### src/rtl/rr_priority_arbiter_pkg.sv
// Shared definitions for the registered N-request arbiter: FSM encoding, arbitration
// mode constants and a constant-foldable ceil(log2) helper for parameter sizing.
package rr_priority_arbiter_pkg;

    typedef enum logic [0:0] {
        StIdle,
        StGrant
    } arb_state_e;

    localparam int unsigned MODE_FIXED = 0;
    localparam int unsigned MODE_RR    = 1;

    function automatic int unsigned clog2(input int unsigned v);
        int unsigned r;
        r = 0;
        while ((32'd1 << r) < v) begin
            r++;
        end
        return r;
    endfunction

endpackage

### src/rtl/rr_priority_arbiter_prio_enc.sv
// Combinational N-to-W priority encoder: reports the highest set index of x and
// whether any bit is set at all.
module prio_enc_n #(
    parameter int unsigned N = 4,
    parameter int unsigned W = 2
) (
    input  logic [N-1:0] x,
    output logic [W-1:0] y,
    output logic         any
);

    always_comb begin
        y   = '0;
        any = 1'b0;
        // Later (higher) indices overwrite earlier ones, so the highest set bit wins.
        for (int i = 0; i < int'(N); i++) begin
            if (x[i]) begin
                y   = W'(i);
                any = 1'b1;
            end
        end
    end

endmodule

### src/rtl/rr_priority_arbiter.sv
// Registered N-request arbiter with fixed-priority or round-robin selection, grant
// hold until release, and an optional forced release after MAX_HOLD cycles.
module rr_priority_arbiter
    import rr_priority_arbiter_pkg::*;
#(
    parameter int unsigned N        = 4,
    parameter int unsigned W        = clog2(N),
    parameter int unsigned MODE     = MODE_FIXED,
    parameter int unsigned MAX_HOLD = 0
) (
    input  logic         clk,
    input  logic         rst,
    input  logic [N-1:0] x,
    output logic [N-1:0] gnt,
    output logic [W-1:0] y,
    output logic         valid
);

    localparam int unsigned    HW        = (MAX_HOLD > 1) ? clog2(MAX_HOLD) : 1;
    localparam logic [HW-1:0]  HOLD_LAST = HW'((MAX_HOLD > 0) ? (MAX_HOLD - 1) : 0);

    arb_state_e    state_q, state_d;
    logic [N-1:0]  gnt_q, gnt_d;
    logic [W-1:0]  y_q, y_d;
    logic          valid_q, valid_d;
    logic [W-1:0]  ptr_q, ptr_d;
    logic [HW-1:0] hold_q, hold_d;

    logic [N-1:0]  cand;
    logic [W-1:0]  win;
    logic          win_any;
    logic          rearb;
    logic          timeout;

    // The bit being released (normal drop or timeout) never wins its own re-arbitration.
    assign cand = x & ~gnt_q;

    if (MODE == MODE_RR) begin : g_rr
        logic [N-1:0] above, masked, rev_m, rev_u;
        logic [W-1:0] idx_m, idx_u;
        logic         any_m, any_u;

        // Lowest-index-first is obtained by reversing the vector into a highest-first encoder.
        always_comb begin
            above  = '0;
            rev_m  = '0;
            rev_u  = '0;
            for (int i = 0; i < int'(N); i++) begin
                above[i] = (i >= int'(ptr_q));
            end
            masked = cand & above;
            for (int i = 0; i < int'(N); i++) begin
                rev_m[i] = masked[int'(N) - 1 - i];
                rev_u[i] = cand[int'(N) - 1 - i];
            end
        end

        prio_enc_n #(.N(N), .W(W)) u_enc_masked (
            .x   (rev_m),
            .y   (idx_m),
            .any (any_m)
        );

        prio_enc_n #(.N(N), .W(W)) u_enc_unmasked (
            .x   (rev_u),
            .y   (idx_u),
            .any (any_u)
        );

        assign win     = any_m ? (W'(N - 1) - idx_m) : (W'(N - 1) - idx_u);
        assign win_any = any_u;
    end else begin : g_fixed
        prio_enc_n #(.N(N), .W(W)) u_enc (
            .x   (cand),
            .y   (win),
            .any (win_any)
        );
    end

    always_comb begin
        state_d = state_q;
        gnt_d   = gnt_q;
        y_d     = y_q;
        valid_d = valid_q;
        ptr_d   = ptr_q;
        hold_d  = hold_q;
        rearb   = 1'b0;
        timeout = (MAX_HOLD != 0) && (hold_q == HOLD_LAST);

        unique case (state_q)
            StIdle: begin
                rearb = win_any;
            end
            StGrant: begin
                if (!x[y_q] || timeout) begin
                    rearb = 1'b1;
                end else if (MAX_HOLD != 0) begin
                    hold_d = hold_q + 1'b1;
                end
            end
            default: begin
                state_d = StIdle;
            end
        endcase

        if (rearb) begin
            if (win_any) begin
                state_d = StGrant;
                gnt_d   = {{(N-1){1'b0}}, 1'b1} << win;
                y_d     = win;
                valid_d = 1'b1;
                hold_d  = '0;
                ptr_d   = (win == W'(N - 1)) ? '0 : win + 1'b1;
            end else begin
                // y keeps its last value on the way back to idle.
                state_d = StIdle;
                gnt_d   = '0;
                valid_d = 1'b0;
            end
        end
    end

    always_ff @(posedge clk) begin
        if (rst) begin
            state_q <= StIdle;
            gnt_q   <= '0;
            y_q     <= '0;
            valid_q <= 1'b0;
            ptr_q   <= '0;
            hold_q  <= '0;
        end else begin
            state_q <= state_d;
            gnt_q   <= gnt_d;
            y_q     <= y_d;
            valid_q <= valid_d;
            ptr_q   <= ptr_d;
            hold_q  <= hold_d;
        end
    end

    assign gnt   = gnt_q;
    assign y     = y_q;
    assign valid = valid_q;

endmodule

### config.mk
export PLATFORM = sky130hd
export DESIGN_NAME = rr_priority_arbiter
export DESIGN_NICKNAME = d
export VERILOG_FILES = /design/src/rtl/rr_priority_arbiter_pkg.sv /design/src/rtl/rr_priority_arbiter_prio_enc.sv /design/src/rtl/rr_priority_arbiter.sv
export SDC_FILE = /design/constraint.sdc
export NUM_CORES = 1
export LEC_CHECK = 0
export CORE_UTILIZATION = 24
export CTS_CLUSTER_DIAMETER = 40
export CTS_CLUSTER_SIZE = 8
export DETAILED_ROUTE_END_ITERATION = 10
export GPL_TIMING_DRIVEN = 1
export RECOVER_POWER = 25
export SLEW_MARGIN = 20
export SYNTH_ARGS = -nofsm -noshare
export SYNTH_HDL_FRONTEND = slang
export SYNTH_SLANG_ARGS = --single-unit
export TNS_END_PERCENT = 20
### constraint.sdc
create_clock -name clk -period 1.9 [get_ports clk]
set_clock_uncertainty 0.1 [all_clocks]
set_input_delay 0.38 -clock clk [delete_from_list [all_inputs] [get_ports clk]]
set_output_delay 0.38 -clock clk [all_outputs]
set_load 0.005 [all_outputs]
Word level (Yosys, flattened, before mapping)
Index checks and enable logic that the tools add are counted.
{"block": "totals", "register_bits": 7, "inputBits": 6, "out_inout_bits": 7, "elab_cells": 22}
{"block": "op_classes", "n_lt_le_gt_ge": 1, "n_shift": 1, "muxes": 13, "bitwise_logic": 3, "reduce_logical": 1}
{"op": "$mux W1", "count": 8}
{"op": "$and A4 B4 Y4", "count": 1}
{"op": "$mux W2", "count": 2}
{"op": "$mux W4", "count": 1}
{"op": "$not A4 Y4", "count": 1}
{"op": "$shl A1 B2 Y4 const A", "count": 1}
{"op": "$lt A2 B3 Y1 const B", "count": 1}
{"op": "$bmux W1 S2", "count": 1}
{"op": "$pmux W1 S2", "count": 1}
{"op": "$reduce_and A2 Y1", "count": 1}
{"op": "$not A1 Y1", "count": 1}

Longest topological paths before layout
Gate-level depths: netlist (run 1).
{"block": "logic_depth", "depth_word": 8, "ltp_mapped": 4, "ltp_nobuf": 4}

By module
Synthesis (run 1) repeated with hierarchy kept, for this count alone.
{"block": "hier_totals", "cells_unflattened": 47, "hier_area_um2": 405.4}
{"mod": "rr_priority_arbiter", "n_inst": 1, "cells_per_inst": 43, "area_per_inst_um2": 381.6, "seq_area_each_um2": 140.1}
{"mod": "prio_enc_n", "n_inst": 1, "cells_per_inst": 4, "area_per_inst_um2": 23.8, "seq_area_each_um2": 0.0}

Least setup slack after synthesis (run 1)
OpenSTA, ideal clock, no wires.
{"block": "synth_timing", "kind": "register -> register", "start": "reg y_q[1], in the netlist y[1]", "end": "reg y_q[1], in the netlist y[1]", "setup_time_ns": 0.117, "arrival_ns": 1.326, "required_time_ns": 1.683, "path_slack_ns": 0.357, "stages_incl_launch_ff": 5, "n_path_buf": 0, "synth_period_minus_slack_ns": 1.543, "cell_sequence": "dfxtp_1 > mux4_2 > nand2_4 > nand2_1 > a32o_1"}
{"block": "synth_via", "elab_chain_len": 5}
{"item": "from (decl)", "line_no": "rr_priority_arbiter.sv:24", "rtl": "logic [W-1:0] y_q, y_d;"}
{"item": "from (signal assigned)", "line_no": "rr_priority_arbiter.sv:134", "rtl": "y_q <= y_d;"}
{"item": "$bmux W1 S2", "line_no": "rr_priority_arbiter.sv:95", "rtl": "if (!x[y_q] || timeout) begin"}
{"item": "$mux W1 (implied by the code)", "line_no": "rr_priority_arbiter.sv:95"}
{"item": "$mux W1", "line_no": "rr_priority_arbiter.sv:95"}
{"item": "$pmux W1 S2", "line_no": "rr_priority_arbiter.sv:90", "rtl": "unique case (state_q)"}
{"item": "$reduce_and A2 Y1 (no source line)"}
Every way passes these cells. The select of a mux whose other input is x is not followed.
A chain may end at the register's enable or synchronous reset.

Final worst setup path (run 1)
{"block": "layout_timing", "start": "in x[3]", "end": "reg y_q[1], in the netlist y[1]"}
{"block": "layout_via", "elab_chain_len": 5, "elab_cells_between_ends": 8, "cone_classes": "6 x mux; 1 x bitwise; 1 x reduce/logical"}
{"item": "from (decl)", "line_no": "rr_priority_arbiter.sv:13", "rtl": "input logic [N-1:0] x,"}
{"item": "$bmux W1 S2", "line_no": "rr_priority_arbiter.sv:95"}
{"item": "$mux W1 (implied by the code)", "line_no": "rr_priority_arbiter.sv:95"}
{"item": "$mux W1", "line_no": "rr_priority_arbiter.sv:95"}
{"item": "$pmux W1 S2", "line_no": "rr_priority_arbiter.sv:90"}
{"item": "$reduce_and A2 Y1 (no source line)"}
Parallel ways exist; a longest one is shown, timed or not. The select of a mux whose other input is x is not followed.

==> flow_summary_export.csv, run 1 <==
group,metric,value,unit
status,status,"finished, final reports clean",
pwr,sw_frac_of_total,28.0,%
timing,setup_viol_count_final,0,
timing,worst_pin_slew,276,ps
cts,clock_sinks,7,
detailed_routing,post-route-drc-count,0,
setup_path,rr_worst_depth,4,
timing,finalCriticalPeriod,1700,ps
synthesis,yosysUniqueCellTypes,18,
final_layout,syn2layout_area_growth,59.4,%
timing,setup_ws,199,ps
placement,dp_hpwl,663,um
synthesis,syn-mean-instance-area,9.08,um2
timing,slew_headroom,81.6,%
detailed_routing,drtIter0Drc,8,
pwr,net-switching-power,0.000122,W
final_layout,diodes,0,
final_layout,drive_gt1_share,19.7,%
setup_path,cp.required,1950,ps
cts,post_cts_buffers,0,
setup_path,critical_path.max_stage_delay,510,ps
cts,cts.clk_slew.worst_paths,60,ps
setup_path,critPathLaunchType,"input pin",
detailed_routing,via_per_inst,4.91,
final_layout,fin_nets,68,
synthesis,postSynth.asyncResetShare,0,%
synthesis,ys.flop_type,"dfxtp_1",
setup_path,rr_startpoint,"y[1]",
synthesis,yosysWarnings,0,
final_layout,final_cells,76,
synthesis,synth.top_cell.area_share,39.6,%
timing,slew_violations,0,
floorplanning,dieArea,1630,um2
detailed_routing,route.antenna.remaining_nets,0,
global_routing,grt_antenna_before_repair,0,
timing,finalCritPeriodShare,89.5,%
cts,postCtsHoldBufs,0,
synthesis,synthTopCellsByCount,"dfxtp_1, nand2_1, nand4_1, nor2b_1, o21ai_0",
detailed_routing,vias,373,
setup_path,cp-end-kind,"flop",
global_routing,gr-usage-all-layers,14.1,%
setup_path,slowest_stage,"mux4_2",
min_path,hold_start,"gnt[2]",
cts,clk_latency,260,ps
placement,gp_congestion,0.885,
synthesis,syn_nets,45,
placement,dpl_cell_area,538,um2
cts,numCtsBuffers,3,
detailed_routing,wl_per_cell,11.2,um
floorplanning,dieWidth,40.4,um
final_layout,final_cell_area,564,um2
cts,post_cts_resized,0,
pwr,internal-power,0.000313,W
setup_path,regToRegEndpoint,"y[1]",
synthesis,netlist_instances,39,
floorplanning,initial_core_util,26.5,%
timing,fmax,588,MHz
detailed_routing,wirelength,851,um
synthesis,synth.ff_latch_count,7,
setup_path,startpoint,"x[3]",
timing,rsz0062_at_grt,"no",
synthesis,synth_edf_count,0,
min_path,min-delay-path-class,"flop to flop",
global_routing,grt_max_degree,9,
floorplanning,core_area,1330,um2
global_routing,grt_pass1_wl,1440,um
cts,cts_max_path_buffers,2,
pwr,cellPowerDensity,771,nW/um2
synthesis,synth_top_cell_by_area,"dfxtp_1",
pwr,p_comb_share,27.8,%
cts,cts_tree,"done",
setup_path,worst-setup-path-type,"input pin to flop",
placement,portBuffers,12,
setup_path,worstPathArrival,1750,ps
setup_path,path_max_fanout,6,
run,maxCapViolations,0,
pwr,power_frac_clock,31.9,%
synthesis,synth_area,354,um2
pwr,power.share.sequential,40.3,%
final_layout,nFillCells,142,
setup_path,crit_chain,"clkdlybuf4s50_1, mux4_2, nand2_4, nand2_1, a32o_1",
placement,dp_worst_setup_slack,-71.0,ps
cts,cts-root-buf,"clkbuf_4",
floorplanning,fp.dieH,40.4,um
setup_path,crit_end,"y[1]",
synthesis,synth_area_leaders,"dfxtp_1, mux4_2, nand4_1",
synthesis,yosysSeqAreaShare,39.6,%
global_routing,grt_pass1_vias,339,
pwr,ir_drop,0.545,mV
detailed_routing,firstDrtPassIters,4,
global_routing,grt-ovfl-total,0,
floorplanning,rows,13,
cts,h-tree-depth,1,
floorplanning,ios,13,
pwr,p_leak,0.228,nW
synthesis,synth_most_common_cell,"dfxtp_1",
setup_path,r2r_setup_slack,320,ps
placement,placed_cells,72,
timing,final_hold_viol_count,0,
## sequential cells by signal, summed over array words and instances, names as in the netlist
register  cells
gnt           4
valid         1
y             2
## critical path, delay by kind of cell
family          cells  cell delay, ps
compound gates      1             260
buf+inv             1             430
mux                 1             510
simple gates        2             180
## cell type report
class / count / area, um2 / area share [%]
inverters: 2 / 7.51 / 1.33
multi-input cells: 30 / 206 / 36.6
well taps: 15 / 18.8 / 3.33
repair buffers: 18 / 165 / 29.3
flip-flops and latches: 7 / 140 / 24.8
clock buffers: 4 / 26.3 / 4.66
## power groups by stage
stage	Clock (W)	Sequential, W	Combinational (W)
after detailed placement	0	0.000178	0.000122
after global placement	0	0.000179	0.000122
after floorplan	0	0.000177	0.0000559
after global routing	0.000160	0.000178	0.000132
final	0.000139	0.000175	0.000121
after CTS	0.000146	0.000175	0.000123
## kinds of logic after synthesis
group           after synthesis  synth area share [%]
mux                           1                  6.36
buf+inv                       2                  2.12
compound gates               10                  21.2
simple gates                 19                  30.7
flops                         7                  39.6
## layout by cell type (no fill, tap or decap), drive strengths merged, types with 3 or more instances in the layout
cell and count:
buf 6, clkbuf 4, clkdlybuf4s50 10, dfxtp 7
nand2 5, nand4 3, nor2b 3, o21ai 3
## layer usage
layer  track usage (%)  part of all wire (%)  wire length, um  vias to the layer above
met4              2.50                     0                0                        0
met3              10.6                    10               86                        0
met5                 0                     0                0                        -
met2              18.3                    43              364                       18
met1              18.5                    47              400                      163
li1                  -                     -                -                      192
## worst min-delay path by stage
stage	to	cells after the start
floorplan	y[0]	1
global placement	gnt[2]	2
detailed placement	gnt[2]	2
CTS	gnt[2]	2
global route	gnt[0]	2
finish	gnt[2]	2
## per-stage QoR
stage               utilization [%]  hold WS, ps  TNS [ps]  power (W)
global placement               40.3          376      -273   0.000301
detailed placement             40.3          386      -325   0.000300
CTS                            42.3          394         0   0.000444
floorplan                         -          348         0   0.000233
global route                   42.3          419         0   0.000470
finish                         42.3          384         0   0.000435
Power figures use the tool's default switching activity.
==> inputs of run 2 (changes only) <==
Settings changed: CTS_CLUSTER_DIAMETER 40 to 80.
==> results of run 2 <==
The final DEF is identical to that of run 1; final timing and power are the same.
==> inputs of run 3 (changes only) <==
Settings changed: HOLD_SLACK_MARGIN from default to 0.06.
Clock period 1.9 ns to 1.39 ns, I/O delays scaled along.
==> run 3 against run 2 <==
The flow now finishes with violations (negative setup slack). Sequential power increased by 37%. Worst hold slack got worse by 5.8 ps. First-iteration DRC count rose by 38%. Cell count grew 3.9%. Die area unchanged. Power rose by 41%. Combinational power up 48%. Global-route usage up 1.5 points. Design area up 5.3%. Non-clock buffer count is 3 higher. Register-to-register slack lost 400 ps. Largest power group unchanged.
==> flow_summary_export.csv, run 3 (synthesis gave the netlist of run 1 again) <==
group,metric,value,unit
status,status,"finished with violations",
status,violations,"negative setup slack",
global_routing,gr-max-usage-layer,"met2",
floorplanning,core_area,1330,um2
global_routing,grt_antenna_before_repair,0,
placement,portBuffers,12,
global_routing,use_met2,21.4,%
cts,clock_sinks,7,
timing,finalCritPeriodShare,106,%
final_layout,fin_nets,71,
timing,setup_viol_count_final,7,
setup_path,crit_chain,"mux4_2, nand2_4, buf_4, nand3_1, o21ai_1",
floorplanning,rows,13,
setup_path,cp.required,1480,ps
cts,clk_latency,260,ps
setup_path,rr_startpoint,"y[1]",
final_layout,mostFrequentLayoutCell,"dlygate4sd2_1",
timing,finalCriticalPeriod,1470,ps
floorplanning,dieWidth,40.4,um
setup_path,worstPathArrival,1560,ps
cts,cts-root-buf,"clkbuf_4",
cts,post_cts_buffers,0,
placement,placed_cells,75,
pwr,internal-power,0.000432,W
setup_path,critPathLaunchType,"flop",
timing,fmax,679,MHz
min_path,hold_start,"gnt[3]",
floorplanning,ios,13,
timing,worst_pin_slew,285,ps
final_layout,final_cell_area,594,um2
setup_path,cp-end-kind,"flop",
min_path,hold_depth,2,
cts,cts.clk_slew.worst_paths,50,ps
floorplanning,fp.dieH,40.4,um
placement,dpl_cell_area,564,um2
detailed_routing,vias,406,
run,maxCapViolations,0,
placement,dp_hpwl,714,um
timing,slew_violations,0,
setup_path,worst-setup-path-type,"flop to flop",
timing,final_hold_viol_count,0,
global_routing,use_met3,6.67,%
setup_path,crit_buf_inv,1,
placement,dp_worst_setup_slack,-475,ps
timing,setup_ws,-83.0,ps
pwr,p_comb_share,29.1,%
setup_path,rr_worst_depth,5,
detailed_routing,wl_per_cell,13.3,um
final_layout,diodes,0,
setup_path,critical_path.max_stage_delay,530,ps
cts,cts_tree,"done",
final_layout,syn2layout_area_growth,67.8,%
setup_path,path_max_fanout,6,
cts,cts_max_path_buffers,2,
global_routing,use_met1,18.2,%
pwr,net-switching-power,0.000183,W
detailed_routing,wirelength,1050,um
pwr,cellPowerDensity,1040,nW/um2
global_routing,grt-ovfl-total,0,
cts,numCtsBuffers,3,
min_path,min-delay-path-class,"flop to flop",
pwr,design_power_total,0.000615,W
timing,rsz0062_at_grt,"yes",
timing,slew_headroom,80.9,%
detailed_routing,route.antenna.remaining_nets,0,
setup_path,crit_family,"multiplexers",
detailed_routing,drtIter0Drc,11,
cts,h-tree-depth,1,
final_layout,final_cells,79,
final_layout,post-route-util,44.6,%
setup_path,r2r_setup_slack,-80,ps
detailed_routing,firstDrtPassIters,4,
detailed_routing,via_per_inst,5.14,
final_layout,layout_common_cells,"dlygate4sd2_1, buf_4, dfxtp_2",
setup_path,regToRegEndpoint,"gnt[3]",
floorplanning,initial_core_util,26.5,%
pwr,power.share.sequential,39.1,%
setup_path,slowest_stage,"mux4_2",
min_path,hold_end,"gnt[3]",
global_routing,gr-usage-all-layers,15.6,%
placement,gp_congestion,0.919,
pwr,p_leak,0.266,nW
floorplanning,dieArea,1630,um2
pwr,sw_frac_of_total,29.8,%
global_routing,grt_pass1_wl,1550,um
final_layout,largest_reg_flops,4,
global_routing,grt_pass1_vias,363,
global_routing,grt_max_degree,9,
detailed_routing,post-route-drc-count,0,
pwr,ir_drop,0.441,mV
final_layout,drive_gt1_share,35.9,%
pwr,power_frac_clock,31.8,%
==> run 3: cell count changes in the layout (fill, tap and decap cells not counted), sizes merged <==
| cell | delta |
|---|---|
| clkdlybuf4s50 | -9 |
| dlygate4sd2 | +10 |
| dlygate4sd3 | -2 |
| buf | +3 |
| clkdlybuf4s25 | +1 |
==> run 3: worst min-delay path, stage by stage (launching register included) <==
cell     delay, ps
dfxtp_2        330
nand2_1         60
o21ai_1         50
==> run 3: power by group through the flow <==
stage	Sequential (W)	Clock, W	Combinational, W
3_3_place_gp	0.000243	0	0.000182
2_1_floorplan	0.000244	0	0.0000775
4_1_cts	0.000240	0.000195	0.000178
5_1_grt	0.000242	0.000210	0.000193
3_5_place_dp	0.000242	0	0.000182
6_report	0.000240	0.000196	0.000179
==> run 3: timing repair <==
| item | CTS | global route |
|---|---|---|
| gates resized for setup | 17 | 2 |
| pin swaps | 3 | 1 |
| setup endpoints to repair | 14 | 8 |
| hold endpoints to repair | 0 | 0 |
| hold buffers | 0 | 0 |
==> run 3: final cells by class <==
cell class              instances  area, um2
repair buffers                 21        175
multi-input cells              30        220
inverters                       2       7.51
clock buffers                   4       26.3
well taps                      15       18.8
fillers                       146        739
flip-flops and latches          7        146
==> run 3: routing by layer <==
metal | share of wire, % | wire, um | up-vias
li1 | - | - | 194
met1 | 44 | 468 | 184
met2 | 44 | 462 | 23
met3 | 8.0 | 84 | 5
met4 | 3.5 | 37 | 0
met5 | 0 | 0 | -
==> run 3: worst max path at each step <==
stage	slack, ps	startpoint	to	cells past startpoint
final	-80	y[1]	gnt[3]	5
after global routing	-130	y[1]	y[1]	4
after CTS	-90	y[0]	y[0]	1
after detailed placement	-480	x[3]	gnt[3]	5
after global placement	-460	x[3]	gnt[3]	5
after floorplan	-60	y[1]	y[0]	4
==> run 3: stage by stage <==
stage	TNS [ps]	hold slack, ps
6_report	-437	378
5_1_grt	-726	406
4_1_cts	-553	372
3_5_place_dp	-3160	392
3_3_place_gp	-3090	385
2_1_floorplan	-256	246
==> RTL edit, RTL diff (flow settings as in run 1) <==
Make the reset (`rst`) asynchronous in one clocked block.
--- a/src/rtl/rr_priority_arbiter.sv
+++ b/src/rtl/rr_priority_arbiter.sv
@@ -122,3 +122,3 @@
 
-    always_ff @(posedge clk) begin
+    always_ff @(posedge clk or posedge rst) begin
         if (rst) begin
Formal check against the unedited RTL: differs if rst is asserted again (counterexample within 4 cycles, from zero or initial values and one cycle with rst high); with rst held inactive, the same outputs for 10 cycles.
==> RTL edit against run 1 <==
Synthesized cell count shrank 15%; sequential share of layout area grew 4.5 points; critical path type unchanged; synthesized area grew 7.1%; worst setup slack lost 140 ps; design area grew 5.8%; die area grew 6.7%; worst hold slack gained 17 ps; first-iteration DRC count shrank 50%; routed wire length grew 4.1%; sequential cell count is the same.
Power is not compared: it rests on default switching activity, and its combinational part moved more than twofold at a synthesized area within 25%.
==> RTL edit: results (changes against run 1) <==
stage;metric;value;unit;change
global_routing;grt.met3_usage;1.74;%;was 10.6%
drt;routed-wl-met3;47;um;was 86 um
placed_design;dpl_worst_slack;-195;ps;was -71.0 ps
worst_hold_path;min_delay_path_class;in2async;;was reg2reg
finish;fillers;132;;was 142
drt;drt-total-wl;886;um;was 851 um
finish;fin_nets;63;;was 68
worst_setup_path;critPathArrivalTime;1870;ps;was 1750 ps
yosys;synth_common_cells;dfrtp_1 (7), inv_1 (3);;was dfxtp_1 (7), nand2_1 (4), nand4_1 (3), nor2b_1 (3), o21ai_0 (3)
sta;timing.final.crit_share;96.8;%;was 89.5%
drt;highest_metal_layer_used_by_the_detailed_router;met4;;was met3
worst_setup_path;reg2reg_slack;220;ps;was 320 ps
global_routing;use_met1;15.7;%;was 18.5%
drt;wl_met2;376;um;was 364 um
placed_design;post_dp_cell_area;571;sq um;was 538 sq um
drt;mean_number_of_vias_per_cell;4.83;;was 4.91
drt;post_drt_wl_per_cell;12.5;um;was 11.2 um
worst_setup_path;cp-startpoint;x[0];;was x[3]
yosys;yosysSeqAreaShare;46.2;%;was 39.6%
yosys;synthesis.nets;39;;was 45
worst_setup_path;worstReg2RegEnd;y[0]$_DFFE_PP0P_;;was y[1]$_SDFFE_PP0P_
yosys;ys_types;20;;was 18
yosys;fraction_of_registers_with_async_set_reset;100;%;was 0%
drt;drt_pass1_iterations;2;;was 4
placed_design;place_congestion;0.721;;was 0.885
global_routing;met2_usage;16.9;%;was 18.3%
status;run_status;finished, final reports clean;;unchanged
yosys;compound_gate_portion_of_the_synthesized_area;25.4;%;was 21.2%
global_routing;groute.usage.overall;11.9;%;was 14.1%
yosys;muxShareOfSynthArea;12.5;%;was 6.36%
==> RTL edit: worst max-delay path, stage by stage <==
cell and delay, ps:
clkdlybuf4s50_1 450, mux4_2 520, nand2_4 120, o31ai_2 90, mux2_4 310
==> RTL edit: power by group through the flow <==
stage	Combinational (uW)	Sequential (uW)	Clock, uW
2_1_floorplan	276	288	0
3_3_place_gp	561	296	0
6_report	566	292	134
3_5_place_dp	563	292	0
4_1_cts	569	292	138
5_1_grt	611	303	149
==> RTL edit: layout make-up <==
type	instances	area, sq um	area share, %
Clock buffer	4	26.3	4.40
Multi-Input combinational cell	23	193	32.3
Timing Repair Buffer	19	173	28.9
Sequential cell	7	175	29.4
Inverter	3	11.3	1.89
Tap cell	15	18.8	3.14
==> RTL edit: through the flow <==
stage,hold slack (ps),util (%)
6_report,401,43.2
5_1_grt,420,43.2
4_1_cts,270,43.2
3_5_place_dp,395,41.3
3_3_place_gp,386,41.3
2_1_floorplan,83.4,-
